==> config.mk <==
export PLATFORM = sky130hd
export DESIGN_NAME = io_mux_pipelined
export DESIGN_NICKNAME = d
export VERILOG_FILES = /design/src/rtl/kfpga_io_pkg.sv /design/src/rtl/io_mux_stage.sv /design/src/rtl/io_mux_pipelined.sv
export SDC_FILE = /design/constraint.sdc
export NUM_CORES = 1
export LEC_CHECK = 0
export BUFFER_PORTS_ARGS = -buffer_cell sky130_fd_sc_hd__buf_2
export CAP_MARGIN = 20
export CORE_AREA = 2 2 39 41
export DETAILED_ROUTE_END_ITERATION = 8
export DIE_AREA = 0 0 41 43
export GPL_ROUTABILITY_DRIVEN = 1
export PLACE_DENSITY = 0.58
export SLEW_MARGIN = 10
export SYNTH_ARGS = -nofsm -noshare
export SYNTH_HDL_FRONTEND = slang
export SYNTH_SLANG_ARGS = --single-unit
==> constraint.sdc <==
create_clock -name clock -period 2.6 [get_ports clock]
set_clock_uncertainty 0.1 [all_clocks]
set_input_delay 0.52 -clock clock [delete_from_list [all_inputs] [get_ports clock]]
set_output_delay 0.52 -clock clock [all_outputs]
set_load 0.05 [all_outputs]
==> src/rtl/kfpga_io_pkg.sv <==
// Shared helpers and config-word layout for the kfpga IO routing muxes.
// Holds the clog2 helper, config field offsets and padded tree width.
package kfpga_io_pkg;

    // Selector occupies the low bits of the config word.
    localparam int unsigned SEL_LSB = 0;

    // Ceiling log2; returns 0 for value <= 1.
    function automatic int unsigned clog2(input int unsigned value);
        int unsigned result;
        result = 0;
        for (int unsigned i = 0; i < 32; i++) begin
            if ((64'd1 << i) < 64'(value)) begin
                result = i + 1;
            end
        end
        return result;
    endfunction

    // out_reg_en sits directly above the selector field.
    function automatic int unsigned out_reg_en_pos(input int unsigned sel_width);
        return sel_width;
    endfunction

    // Tree is padded up to the next power of two.
    function automatic int unsigned tree_width(input int unsigned sel_width);
        return 32'd1 << sel_width;
    endfunction

    // Defaults for the 6-input IO tile flavour.
    localparam int unsigned DEF_DATA_COUNT = 6;
    localparam int unsigned DEF_SEL_WIDTH  = clog2(DEF_DATA_COUNT);
    localparam int unsigned DEF_TREE_WIDTH = tree_width(DEF_SEL_WIDTH);

endpackage

==> src/rtl/io_mux_stage.sv <==
// One level of the 2:1 mux tree: halves the vector, picking the upper half
// when sel=1. Optionally registered; flush loads zero into the register.
// Ports: clock, nreset (async, active-low), flush, sel, in[IN_WIDTH],
//        out[IN_WIDTH/2].
module io_mux_stage #(
    parameter int unsigned IN_WIDTH   = 2,
    parameter bit          REGISTERED = 1'b0
) (
    input  logic                    clock,
    input  logic                    nreset,
    input  logic                    flush,
    input  logic                    sel,
    input  logic [IN_WIDTH-1:0]     in,
    output logic [IN_WIDTH/2-1:0]   out
);

    localparam int unsigned HALF = IN_WIDTH / 2;

    logic [HALF-1:0] pick;

    assign pick = sel ? in[IN_WIDTH-1:HALF] : in[HALF-1:0];

    generate
        if (REGISTERED) begin : g_reg
            logic [HALF-1:0] q;

            // Stage register; cleared while the config chain is busy.
            always_ff @(posedge clock or negedge nreset) begin
                if (!nreset) begin
                    q <= '0;
                end else if (flush) begin
                    q <= '0;
                end else begin
                    q <= pick;
                end
            end

            assign out = q;
        end else begin : g_comb
            // Clock/reset/flush have no role in a combinational level.
            logic unused_ctrl;
            assign unused_ctrl = clock ^ nreset ^ flush;
            assign out         = pick;
        end
    endgenerate

endmodule

==> src/rtl/io_mux_pipelined.sv <==
// Parametrised IO-to-IO routing mux: DATA_COUNT inputs reduced by a binary
// tree of 2:1 levels (optionally pipelined), with an optional output register.
// The config word {out_reg_en, selector} is loaded through a serial shift
// chain and committed to the active config when config_enable drops.
// Ports: clock, nreset (async, active-low), data_in[DATA_COUNT], data_out,
//        config_in, config_enable, config_out (serial chain).
module io_mux_pipelined
    import kfpga_io_pkg::*;
#(
    parameter int unsigned DATA_COUNT   = 6,
    parameter int unsigned SEL_WIDTH    = clog2(DATA_COUNT),
    parameter int unsigned PIPELINE     = 0,
    parameter int unsigned CONFIG_WIDTH = SEL_WIDTH + 1
) (
    input  logic                  clock,
    input  logic                  nreset,
    input  logic [DATA_COUNT-1:0] data_in,
    output logic                  data_out,
    input  logic                  config_in,
    input  logic                  config_enable,
    output logic                  config_out
);

    localparam int unsigned TREE_W   = tree_width(SEL_WIDTH);
    localparam int unsigned OREG_POS = out_reg_en_pos(SEL_WIDTH);
    // All tree levels packed back to back: TREE_W + TREE_W/2 + ... + 1 bits.
    localparam int unsigned TREE_BITS = 2 * TREE_W - 1;

    logic [CONFIG_WIDTH-1:0] shift_q;
    logic [CONFIG_WIDTH-1:0] active_q;
    logic                    shifting_q;
    logic                    flush;
    logic [TREE_BITS-1:0]    tree;
    logic                    tree_out;
    logic                    out_q;

    // Pipeline is quiet while shifting and on the commit edge.
    assign flush = config_enable | shifting_q;

    // Config shift chain and commit register.
    always_ff @(posedge clock or negedge nreset) begin
        if (!nreset) begin
            shift_q    <= '0;
            active_q   <= '0;
            shifting_q <= 1'b0;
        end else if (config_enable) begin
            shift_q    <= {config_in, shift_q[CONFIG_WIDTH-1:1]};
            shifting_q <= 1'b1;
        end else if (shifting_q) begin
            active_q   <= shift_q;
            shifting_q <= 1'b0;
        end
    end

    assign config_out = shift_q[0];

    // Level 0 input: data zero-padded to a power of two.
    assign tree[TREE_W-1:0] = TREE_W'(data_in);

    // Level j halves TREE_W>>j bits using selector bit SEL_WIDTH-1-j.
    generate
        for (genvar j = 0; j < SEL_WIDTH; j++) begin : g_level
            localparam int unsigned IN_W    = TREE_W >> j;
            localparam int unsigned IN_OFF  = 2 * TREE_W - 2 * IN_W;
            localparam int unsigned OUT_OFF = IN_OFF + IN_W;
            localparam int unsigned SEL_BIT = SEL_LSB + SEL_WIDTH - 1 - j;

            io_mux_stage #(
                .IN_WIDTH   (IN_W),
                .REGISTERED (PIPELINE != 0)
            ) u_stage (
                .clock  (clock),
                .nreset (nreset),
                .flush  (flush),
                .sel    (active_q[SEL_BIT]),
                .in     (tree[IN_OFF +: IN_W]),
                .out    (tree[OUT_OFF +: IN_W/2])
            );
        end
    endgenerate

    assign tree_out = tree[TREE_BITS-1];

    // Optional output register.
    always_ff @(posedge clock or negedge nreset) begin
        if (!nreset) begin
            out_q <= 1'b0;
        end else if (flush) begin
            out_q <= 1'b0;
        end else begin
            out_q <= tree_out;
        end
    end

    // A fully combinational route is gated so it stays 0 in reset and while
    // the chain is being reloaded, like the registered routes.
    always_comb begin
        data_out = tree_out;
        if (active_q[OREG_POS]) begin
            data_out = out_q;
        end else if ((PIPELINE == 0) && (flush || !nreset)) begin
            data_out = 1'b0;
        end
    end

endmodule
Word-level counts from Yosys, hierarchy flattened

Index checks and enable logic that the tools add are counted.

Register bits after elaboration: 10
Input port bits: 10
Output and inout port bits: 2
Logic and storage cells: 16

Muxes and demuxes: 7
Bitwise logic cells: 2
Reduce and logical (&&, ||, !) cells: 3

Operators with widths:

| kind                | number |
|---|---|
| 1-bit 2-to-1 mux    | 5 |
| 4-bit 2-to-1 mux    | 1 |
| 2-bit 2-to-1 mux    | 1 |
| 2-bit AND reduction | 1 |
| 1-bit logical NOT   | 1 |
| 1-bit logical OR    | 1 |
| 1-bit NOT           | 1 |
| 1-bit bitwise OR    | 1 |

Depth between registers and ports, before layout

Gate-level depths: netlist (run 1).

Word-level depth: 5
Mapped depth: 4
Mapped depth without buffers: 3

Modules after synthesis

From an unflattened synthesis (run 1), not the netlist that was laid out.

Cell total of the unflattened synthesis: 33
Area, all modules: 506.7 µm²

By module, submodules not included:

| module                             | times used | cells each | area each (µm²) | sequential area each (µm²) |
|---|---|---|---|---|
| io_mux_pipelined                   | 1          | 26         | 424.2           | 250.2 |
| io_mux_stage at g_level[0].u_stage | 1          | 4          | 45.0            | 0.0 |
| io_mux_stage at g_level[1].u_stage | 1          | 2          | 22.5            | 0.0 |
| io_mux_stage at g_level[2].u_stage | 1          | 1          | 15.0            | 0.0 |

Worst setup path after synthesis (run 1)

No wires, ideal clock.

Path kind: input to output
Start: input config_enable
End: output data_out
Arrival time: 2.083 ns
Required time: 1.980 ns
Setup slack: -0.103 ns
Stages on the path: 4
Buffers on the path: 1
Cell sequence: buf_6 -> or4b_4 -> or4b_1 -> o211ai_1

Word-level cells in the longest chain between the ends: 4

RTL lines:

| element            | line                    | source |
|---|---|---|
| start: declaration | io_mux_pipelined.sv:20  | `input logic config_enable,` |
| 1-bit bitwise OR   | io_mux_pipelined.sv:38  | `assign flush = config_enable \| shifting_q;` |
| 1-bit logical OR   | io_mux_pipelined.sv:101 | `end else if ((PIPELINE == 0) && (flush \|\| !nreset)) begin` |
| 1-bit 2-to-1 mux   | io_mux_pipelined.sv:101 |  |
| 1-bit 2-to-1 mux   | io_mux_pipelined.sv:99  | `if (active_q[OREG_POS]) begin` |
| end: declaration   | io_mux_pipelined.sv:18  | `output logic data_out,` |

Every way passes these cells.

Worst setup path in the final report (run 1)

Start: register shifting_q
End: output data_out

Word-level cells in the longest chain between the ends: 4

RTL lines:

| element                  | line                    | source |
|---|---|---|
| start: declaration       | io_mux_pipelined.sv:31  | `logic shifting_q;` |
| start signal: assignment | io_mux_pipelined.sv:45  | `shifting_q <= 1'b0;` |
| start signal: assignment | io_mux_pipelined.sv:48  | `shifting_q <= 1'b1;` |
| start signal: assignment | io_mux_pipelined.sv:51  | `shifting_q <= 1'b0;` |
| 1-bit bitwise OR         | io_mux_pipelined.sv:38  |  |
| 1-bit logical OR         | io_mux_pipelined.sv:101 |  |
| 1-bit 2-to-1 mux         | io_mux_pipelined.sv:101 |  |
| 1-bit 2-to-1 mux         | io_mux_pipelined.sv:99  |  |

Every way passes these cells.

==> results of run 1 <==
## what timing repair did
item                                    CTS  global route
endpoints found under the hold margin     0             0
hold buffers                              0             0
gates resized for setup                   1             0
pin swaps                                 3             1
endpoints found under the setup margin    1             1
## report_power, final
group          switching (µW)  internal [µW]  leakage, µW  total (µW)
clock network            50.1           84.9    0.0000210         135
logic                    47.7           61.6     0.000129         109
registers                25.9            184     0.000120         210
total                     124            331     0.000270         454
## worst max-delay path: stages, from the launching register on
cell and delay [ns]:
dfrtp_1 0.40, or4b_4 0.52, or4b_1 0.47, o211ai_1 0.09, buf_4 0.22
## logic make-up (layout without fill, tap and decap cells)
| family | after synthesis | after routing | share of synthesized area (%) |
|---|---|---|---|
| compound gates | 4 | 4 | 5.790 |
| buf+inv | 2 | 18 | 3.157 |
| flops | 10 | 10 | 52.63 |
| mux | 10 | 10 | 26.84 |
| simple gates | 8 | 8 | 11.58 |
## state kept, by name, summed over array words and instances (netlist names)
| name | cells |
|---|---|
| active_q | 4 |
| shift_q | 4 |
| out_q | 1 |
| shifting_q | 1 |
## worst paths after layout
check	to	slack, ns	cells past startpoint
setup / recovery	data_out	0.02	4
hold / removal	out_q	0.07	2
setup reg to reg	out_q	1.26	3
hold reg to reg	out_q	0.37	1
max in group asynchronous	shift_q[0]	2.19	2
min in group clock	out_q	0.37	1
## synth_stat cells (all sizes together)
cell type  instances  share of area [%]
o21ai              1                1.1
nor2b              2                2.6
buf                1                2.4
or4b               2                5.0
mux2              10                 27
nor2               1               0.79
a22oi              1                1.6
nand3b             1                1.6
dfrtp             10                 53
nand2              2                1.6
inv                1               0.79
a211oi             1                1.6
o211ai             1                1.6
## metal layers
layer / track usage, % / vias up / share of wire, %
li1: - / 155 / -
met1: 13.51 / 149 / 44
met2: 14.69 / 9 / 48
met3: 6.283 / 0 / 7.3
met4: 8.000 / 0 / 0
met5: 0 / - / 0
## layout make-up
cell class,instances,area [µm²]
fillers,135,790.8
flip-flops and latches,10,250.2
multi-input cells,22,210.2
repair buffers,13,72.57
clock buffers,4,36.28
well taps,16,20.02
inverters,1,3.754
## metrics by stage
step | worst slack [ns] | util (%) | total power, µW | TNS (ns)
2_1_floorplan | -0.06892 | - | 294.5 | -0.06892
3_3_place_gp | 0.004579 | 40.05 | 322.0 | 0
3_5_place_dp | -0.002966 | 40.05 | 323.8 | -0.002966
4_1_cts | 0.0003990 | 42.86 | 464.3 | 0
5_1_grt | -0.07107 | 42.86 | 491.5 | -0.07107
6_report | 0.02371 | 42.86 | 454.4 | 0
==> metrics.csv, run 1 <==
stage,metric,value,unit
clock_tree,clk slew on worst S/H paths,0.06,ns
logic_synthesis,Mapped Avg Cell Area,13.98,µm²
global_routing,number of global-route vias before repair,300,
die,Die Area,0.001763,mm²
clock_tree,H-tree levels,1,
logic_synthesis,number of synthesized register bits,10,
placed_design,detailed-placement wirelength estimate,579.2,µm
logic_synthesis,cells after synthesis,34,
timing,Final Critical Period,2.576,ns
timing,Max Slew Vio Count,0,
detailed_routing,final wirelength,729,µm
die,DIE WIDTH,41,µm
hold_path,Min-Delay Path Class,input port to asynchronous set/reset pin,
pwr,LEAKAGE,0.0002700,µW
timing,relative slew slack,74.90,%
status,outcome,"finished, final reports clean",
cells_and_area,layout cells sized above 1,56.00,%
critical_path,crit end category,output pin,
placed_design,placed cells,62,
global_routing,first-pass GRT wire length,1276,µm
placed_design,gpl congestion,0.6895,
detailed_routing,residual DRC count,0,
timing,final hold vios,0,
timing,Tcrit/Tclk final,99.09,%
timing,final setup vio count,0,
detailed_routing,Routed Antenna Nets,0,
timing,RSZ-0062 raised after global routing,yes,
cells_and_area,synthesis-to-layout area growth,24.74,%
timing,Max Fclk,388.2,MHz
global_routing,grt total ovfl,0,
global_routing,total track usage,11.31,%
clock_tree,setup bufs post-CTS,0,
logic_synthesis,Yosys cell types,15,
global_routing,maximum number of pins on one net before global-route repair,11,
critical_path,required time worst endpoint,1.98,ns
clock_tree,clock sink count,10,
job,max_cap viols,0,
clock_tree,clock latency on the worst-skew pair,0.26,ns
logic_synthesis,Synth Cell Area,475.5,µm²
cells_and_area,final non-filler cell total,66,
critical_path,CP Launch Type,flop,
die,num ports,12,
logic_synthesis,register area share after synthesis,52.63,%
timing,WHS,0.07161,ns
critical_path,Worst setup startpoint,shifting_q,
clock_tree,TritonCTS clock tree,done,
placed_design,Placed Area,554.3,µm²
pwr,pwr/cell area,766.3,mW/mm²
timing,worst slew pin tran,0.3758,ns
detailed_routing,Routed WL per cell,11.05,µm
clock_tree,CTS root buf,clkbuf_4,
die,die height,43,µm
cells_and_area,ANT cells,0,
detailed_routing,First DRT Iteration DRCs,1,
logic_synthesis,synth warn,0,
global_routing,antenna violations before repair,0,
critical_path,WS Path Type,flop to output pin,
die,core region area,0.001384,mm²
die,Site Rows,14,
pwr,Max VDD drop,0.0002738,V
die,Initial Util,34.36,%
cells_and_area,Final nets,61,
detailed_routing,Via Count,313,
clock_tree,CTS Buf Count,3,
cells_and_area,post-route cell area,593.1,µm²
detailed_routing,detailed-route vias per instance,4.742,
clock_tree,clk buf depth,2,
detailed_routing,Initial DRT Pass Iterations,2,
placed_design,PortBufs,11,
logic_synthesis,syn nets,44,
cells_and_area,most frequent cells in the layout,"dfrtp_1 (10), buf_2 (10), mux2_2 (9), clkbuf_4 (3), buf_4 (3)",
critical_path,r2r startpoint,active_q[0],
critical_path,CP max FO,3,
critical_path,Worst EP arrival,1.96,ns
Power figures use the tool's default switching activity.
==> run 2: changes to the inputs <==
--- a/config.mk
+++ b/config.mk
@@ -11,8 +11,9 @@
 export DETAILED_ROUTE_END_ITERATION = 8
 export DIE_AREA = 0 0 41 43
 export GPL_ROUTABILITY_DRIVEN = 1
-export PLACE_DENSITY = 0.58
+export PLACE_DENSITY = 0.61
 export SLEW_MARGIN = 10
 export SYNTH_ARGS = -nofsm -noshare
 export SYNTH_HDL_FRONTEND = slang
+export SYNTH_HIERARCHICAL = 1
 export SYNTH_SLANG_ARGS = --single-unit
==> metrics.csv, run 2 <==
stage,metric,value,unit
timing,final hold vios,0,
critical_path,Crit. path cell count,6,
global_routing,met3 GRT Util,3.141,%
cells_and_area,top flop regs,"active_q x4, shift_q x4",
clock_tree,setup bufs post-CTS,0,
die,Initial Util,36.17,%
global_routing,GR Util met2,17.81,%
critical_path,Crit path max-delay family,multiplexers,
cells_and_area,layout cells sized above 1,65.22,%
pwr,Max VDD drop,0.0002668,V
critical_path,Worst EP arrival,2.04,ns
die,Site Rows,14,
logic_synthesis,Synth Cell Area,500.5,µm²
global_routing,first-pass GRT wire length,1276,µm
die,die height,43,µm
detailed_routing,Initial DRT Pass Iterations,1,
die,Die Area,0.001763,mm²
timing,Final Critical Period,2.656,ns
clock_tree,clock latency on the worst-skew pair,0.26,ns
status,outcome,"complete, but fails checks",
job,max_cap viols,0,
critical_path,WS Path Type,flop to output pin,
logic_synthesis,Mapped Avg Cell Area,15.64,µm²
critical_path,CP Launch Type,flop,
clock_tree,clk slew on worst S/H paths,0.06,ns
cells_and_area,most frequent cells in the layout,"buf_2 (10), dfrtp_1 (9), mux2_4 (7), mux2_2 (5)",
detailed_routing,detailed-route vias per instance,4.661,
status,violated checks,negative setup slack,
critical_path,Buf/Inv on CP,1,
logic_synthesis,cells after synthesis,32,
global_routing,maximum number of pins on one net before global-route repair,12,
pwr,LEAKAGE,0.0003015,µW
critical_path,slowest CP cell,dfrtp_2,
placed_design,gpl congestion,0.6936,
critical_path,CP max FO,5,
detailed_routing,First DRT Iteration DRCs,0,
global_routing,grt total ovfl,0,
global_routing,number of global-route vias before repair,315,
clock_tree,CTS Buf Count,3,
critical_path,r2r endpoint,out_q,
clock_tree,CTS root buf,clkbuf_4,
critical_path,r2r startpoint,active_q[2],
timing,Setup TNS Final,-0.05554,ns
cells_and_area,FF+latch area,251.5,µm²
cells_and_area,post-route cell area,619.3,µm²
clock_tree,TritonCTS clock tree,done,
critical_path,flop2flop setup slack,0.94,ns
global_routing,GRT busiest layer,met2,
critical_path,"most used cell, CP",mux2_4,
cells_and_area,"commonest non-fill, non-tap cell in the layout",buf_2,
die,num ports,12,
die,core region area,0.001384,mm²
die,DIE WIDTH,41,µm
pwr,Design Power,455.5,µW
critical_path,crit end category,output pin,
detailed_routing,final wirelength,777,µm
clock_tree,H-tree levels,1,
logic_synthesis,synth warn,6,
global_routing,grt met1 use,11.41,%
cells_and_area,synthesis-to-layout area growth,23.75,%
cells_and_area,Final nets,58,
pwr,pwr/cell area,735.4,mW/mm²
global_routing,antenna violations before repair,0,
cells_and_area,fillers,135,
timing,final worst setup slack,-0.05554,ns
detailed_routing,Via Count,289,
critical_path,worst-path cell chain,mux2_4 -> mux2_2 -> mux2_4 -> nor3b_4 -> a22o_1 -> buf_6,
timing,Max Slew Vio Count,0,
cells_and_area,multi-input logic area,264.0,µm²
timing,final setup vio count,1,
timing,Tcrit/Tclk final,102.1,%
placed_design,PortBufs,11,
timing,RSZ-0062 raised after global routing,yes,
detailed_routing,Routed Antenna Nets,0,
clock_tree,clk buf depth,2,
critical_path,Max stage delay on crit path,0.46,ns
critical_path,Worst setup startpoint,active_q[2],
timing,Max Fclk,376.6,MHz
global_routing,total track usage,11.70,%
placed_design,Placed Area,568.0,µm²
cells_and_area,ANT cells,0,
detailed_routing,residual DRC count,0,
hold_path,Min-Delay Path Class,input port to asynchronous set/reset pin,
cells_and_area,Layout Utilization,44.76,%
detailed_routing,Routed WL per cell,12.53,µm
clock_tree,clock sink count,10,
critical_path,r2r worst-path depth,4,
critical_path,required time worst endpoint,1.98,ns
## run 2: timing repair
action | 4_1_cts | 5_1_grt
setup endpoints to repair | 1 | 1
pin swaps | 0 | 0
hold buffers | 0 | 0
resized for setup | 4 | 4
## run 2: layer usage
layer / routed length [µm] / part of all wire, %
met1: 318 / 41
met3: 44 / 5.7
met4: 8 / 1.0
met2: 405 / 52
met5: 0 / 0
## run 2: worst max path at each step
stage and endpoint:
2_1_floorplan data_out, 3_3_place_gp data_out, 3_5_place_dp data_out, 4_1_cts data_out
5_1_grt data_out, 6_report data_out
## run 2: area by class of cell
cell class	instances	share of cell area, %
multi-input cells	22	42.63
flip-flops and latches	10	40.61
repair buffers	11	9.899
clock buffers	3	3.636
well taps	16	3.232
## run 2: stage by stage
stage               worst slack, ns  instances  hold slack [ns]
floorplan                    0.2102         33           0.1244
global placement            0.07163         59           0.2880
detailed placement          0.04625         59           0.2939
CTS                        -0.06639         62         0.009489
global route                -0.1190         62          0.01662
finish                     -0.05554         62          0.01354
## run 2: power by group
group	total, µW	switching [µW]	internal, µW
Clock	103	49.3	53.3
Combinational	138	49.0	88.6
Sequential	215	28.4	187
==> run 3: changes to the inputs <==
--- a/config.mk
+++ b/config.mk
@@ -12,6 +12,7 @@
 export DIE_AREA = 0 0 41 43
 export GPL_ROUTABILITY_DRIVEN = 1
 export PLACE_DENSITY = 0.61
+export SKIP_LAST_GASP = 1
 export SLEW_MARGIN = 10
 export SYNTH_ARGS = -nofsm -noshare
 export SYNTH_HDL_FRONTEND = slang
==> constraint.sdc (replaced) <==
create_clock -name clock -period 3.1 [get_ports clock]
set_clock_uncertainty 0.1 [all_clocks]
set_input_delay 0.62 -clock clock [delete_from_list [all_inputs] [get_ports clock]]
set_output_delay 0.62 -clock clock [all_outputs]
set_load 0.05 [all_outputs]
==> metrics.csv, run 3 (synthesis gave the netlist of run 2 again) <==
stage,metric,value,unit
placed_design,placed cells,59,
detailed_routing,Via Count,294,
clock_tree,H-tree levels,1,
critical_path,Worst EP arrival,2.10,ns
placed_design,gpl congestion,0.6945,
clock_tree,clk buf depth,2,
die,Die Area,0.001763,mm²
global_routing,grt total ovfl,0,
critical_path,Worst setup startpoint,active_q[2],
die,Site Rows,14,
cells_and_area,ANT cells,0,
global_routing,number of global-route vias before repair,311,
global_routing,total track usage,10.82,%
clock_tree,clock sink count,10,
timing,Max Fclk,354.8,MHz
die,Initial Util,36.17,%
timing,Tcrit/Tclk final,90.91,%
global_routing,maximum number of pins on one net before global-route repair,12,
die,DIE WIDTH,41,µm
hold_path,Min-Delay Path Class,input port to asynchronous set/reset pin,
pwr,LEAKAGE,0.0002819,µW
critical_path,flop2flop setup slack,1.41,ns
detailed_routing,residual DRC count,0,
clock_tree,TritonCTS clock tree,done,
global_routing,first-pass GRT wire length,1186,µm
timing,Setup TNS Final,0,ns
critical_path,r2r worst-path depth,4,
clock_tree,clock latency on the worst-skew pair,0.25,ns
placed_design,PortBufs,11,
detailed_routing,Routed Antenna Nets,0,
critical_path,WS Path Type,flop to output pin,
pwr,pwr/cell area,610.4,mW/mm²
die,die height,43,µm
global_routing,antenna violations before repair,0,
critical_path,r2r endpoint,out_q,
job,max_cap viols,0,
critical_path,CP endpoint,data_out,
placed_design,setup slack at placement,0.3481,ns
timing,Final Critical Period,2.818,ns
cells_and_area,fillers,143,
cells_and_area,most frequent cells in the layout,"buf_2 (11), dfrtp_1 (10), mux2_2 (9)",
cells_and_area,layout cells sized above 1,63.04,%
critical_path,CP max FO,5,
pwr,Design Power,360.5,µW
critical_path,required time worst endpoint,2.38,ns
status,outcome,"finished, final reports clean",
timing,final setup vio count,0,
pwr,Max VDD drop,0.0002089,V
detailed_routing,detailed-route vias per instance,4.742,
cells_and_area,synthesis-to-layout area growth,18.00,%
die,core region area,0.001384,mm²
timing,final hold vios,0,
cells_and_area,final non-filler cell total,62,
critical_path,crit end category,output pin,
timing,Max Slew Vio Count,0,
detailed_routing,Routed WL per cell,10.92,µm
detailed_routing,Initial DRT Pass Iterations,1,
timing,final worst setup slack,0.2819,ns
cells_and_area,"commonest non-fill, non-tap cell in the layout",buf_2,
critical_path,r2r startpoint,active_q[2],
clock_tree,CTS Buf Count,3,
clock_tree,post-cts resize count,0,
clock_tree,setup bufs post-CTS,0,
cells_and_area,top flop regs,"active_q x4, shift_q x4",
detailed_routing,First DRT Iteration DRCs,0,
clock_tree,clk slew on worst S/H paths,0.06,ns
detailed_routing,final wirelength,677,µm
clock_tree,CTS Hold Bufs,0,
timing,RSZ-0062 raised after global routing,no,
cells_and_area,Final nets,58,
die,num ports,12,
clock_tree,CTS root buf,clkbuf_4,
critical_path,CP Launch Type,flop,
==> run 3: per-stage QoR <==
step	utilization, %	instance area [µm²]	hold slack [ns]
floorplan	-	504.2	0.2244
global placement	41.05	568.0	0.3842
detailed placement	41.05	568.0	0.3913
CTS	42.68	590.6	0.1102
global route	42.68	590.6	0.1108
finish	42.68	590.6	0.1157
==> run 3: worst min-delay path by stage <==
stage                       from           to  slack, ns  cells past startpoint
after detailed placement  nreset  active_q[3]       0.39                      1
after floorplan           nreset  active_q[0]       0.22                      0
after global placement    nreset   shift_q[3]       0.38                      1
final                     nreset   shift_q[3]       0.12                      1
after global routing      nreset   shifting_q       0.11                      1
after CTS                 nreset  active_q[3]       0.11                      1
==> run 3: cell type report <==
cell class | instances | area [µm²] | area share (%)
clock buffers | 3 | 22.52 | 3.814
flip-flops and latches | 10 | 250.2 | 42.37
well taps | 16 | 20.02 | 3.390
repair buffers | 11 | 55.05 | 9.322
multi-input cells | 22 | 242.7 | 41.10
==> run 3: critical path: stages, from the launching register on <==
cell	delay, ns
dfrtp_1	0.43
mux2_2	0.36
mux2_2	0.25
mux2_4	0.26
nor3b_2	0.16
a22o_1	0.17
buf_2	0.20
==> run 3: per-layer routing <==
layer	GRT usage, %	vias to the layer above	part of all wire (%)
met4	12.00	0	1.2
met1	11.53	141	38
met3	3.141	2	6.8
li1	-	142	-
met5	0	-	0
met2	15.00	9	54
==> run 3: where the power goes <==
| group | leakage (µW) | internal, µW | switching, µW | total [µW] |
|---|---|---|---|---|
| combinational | 0.000149 | 63.1 | 38.9 | 102 |
| clock | 0.0000138 | 44.4 | 37.1 | 81.5 |
| sequential | 0.000119 | 156 | 20.9 | 177 |
| total | 0.000282 | 264 | 96.8 | 360 |
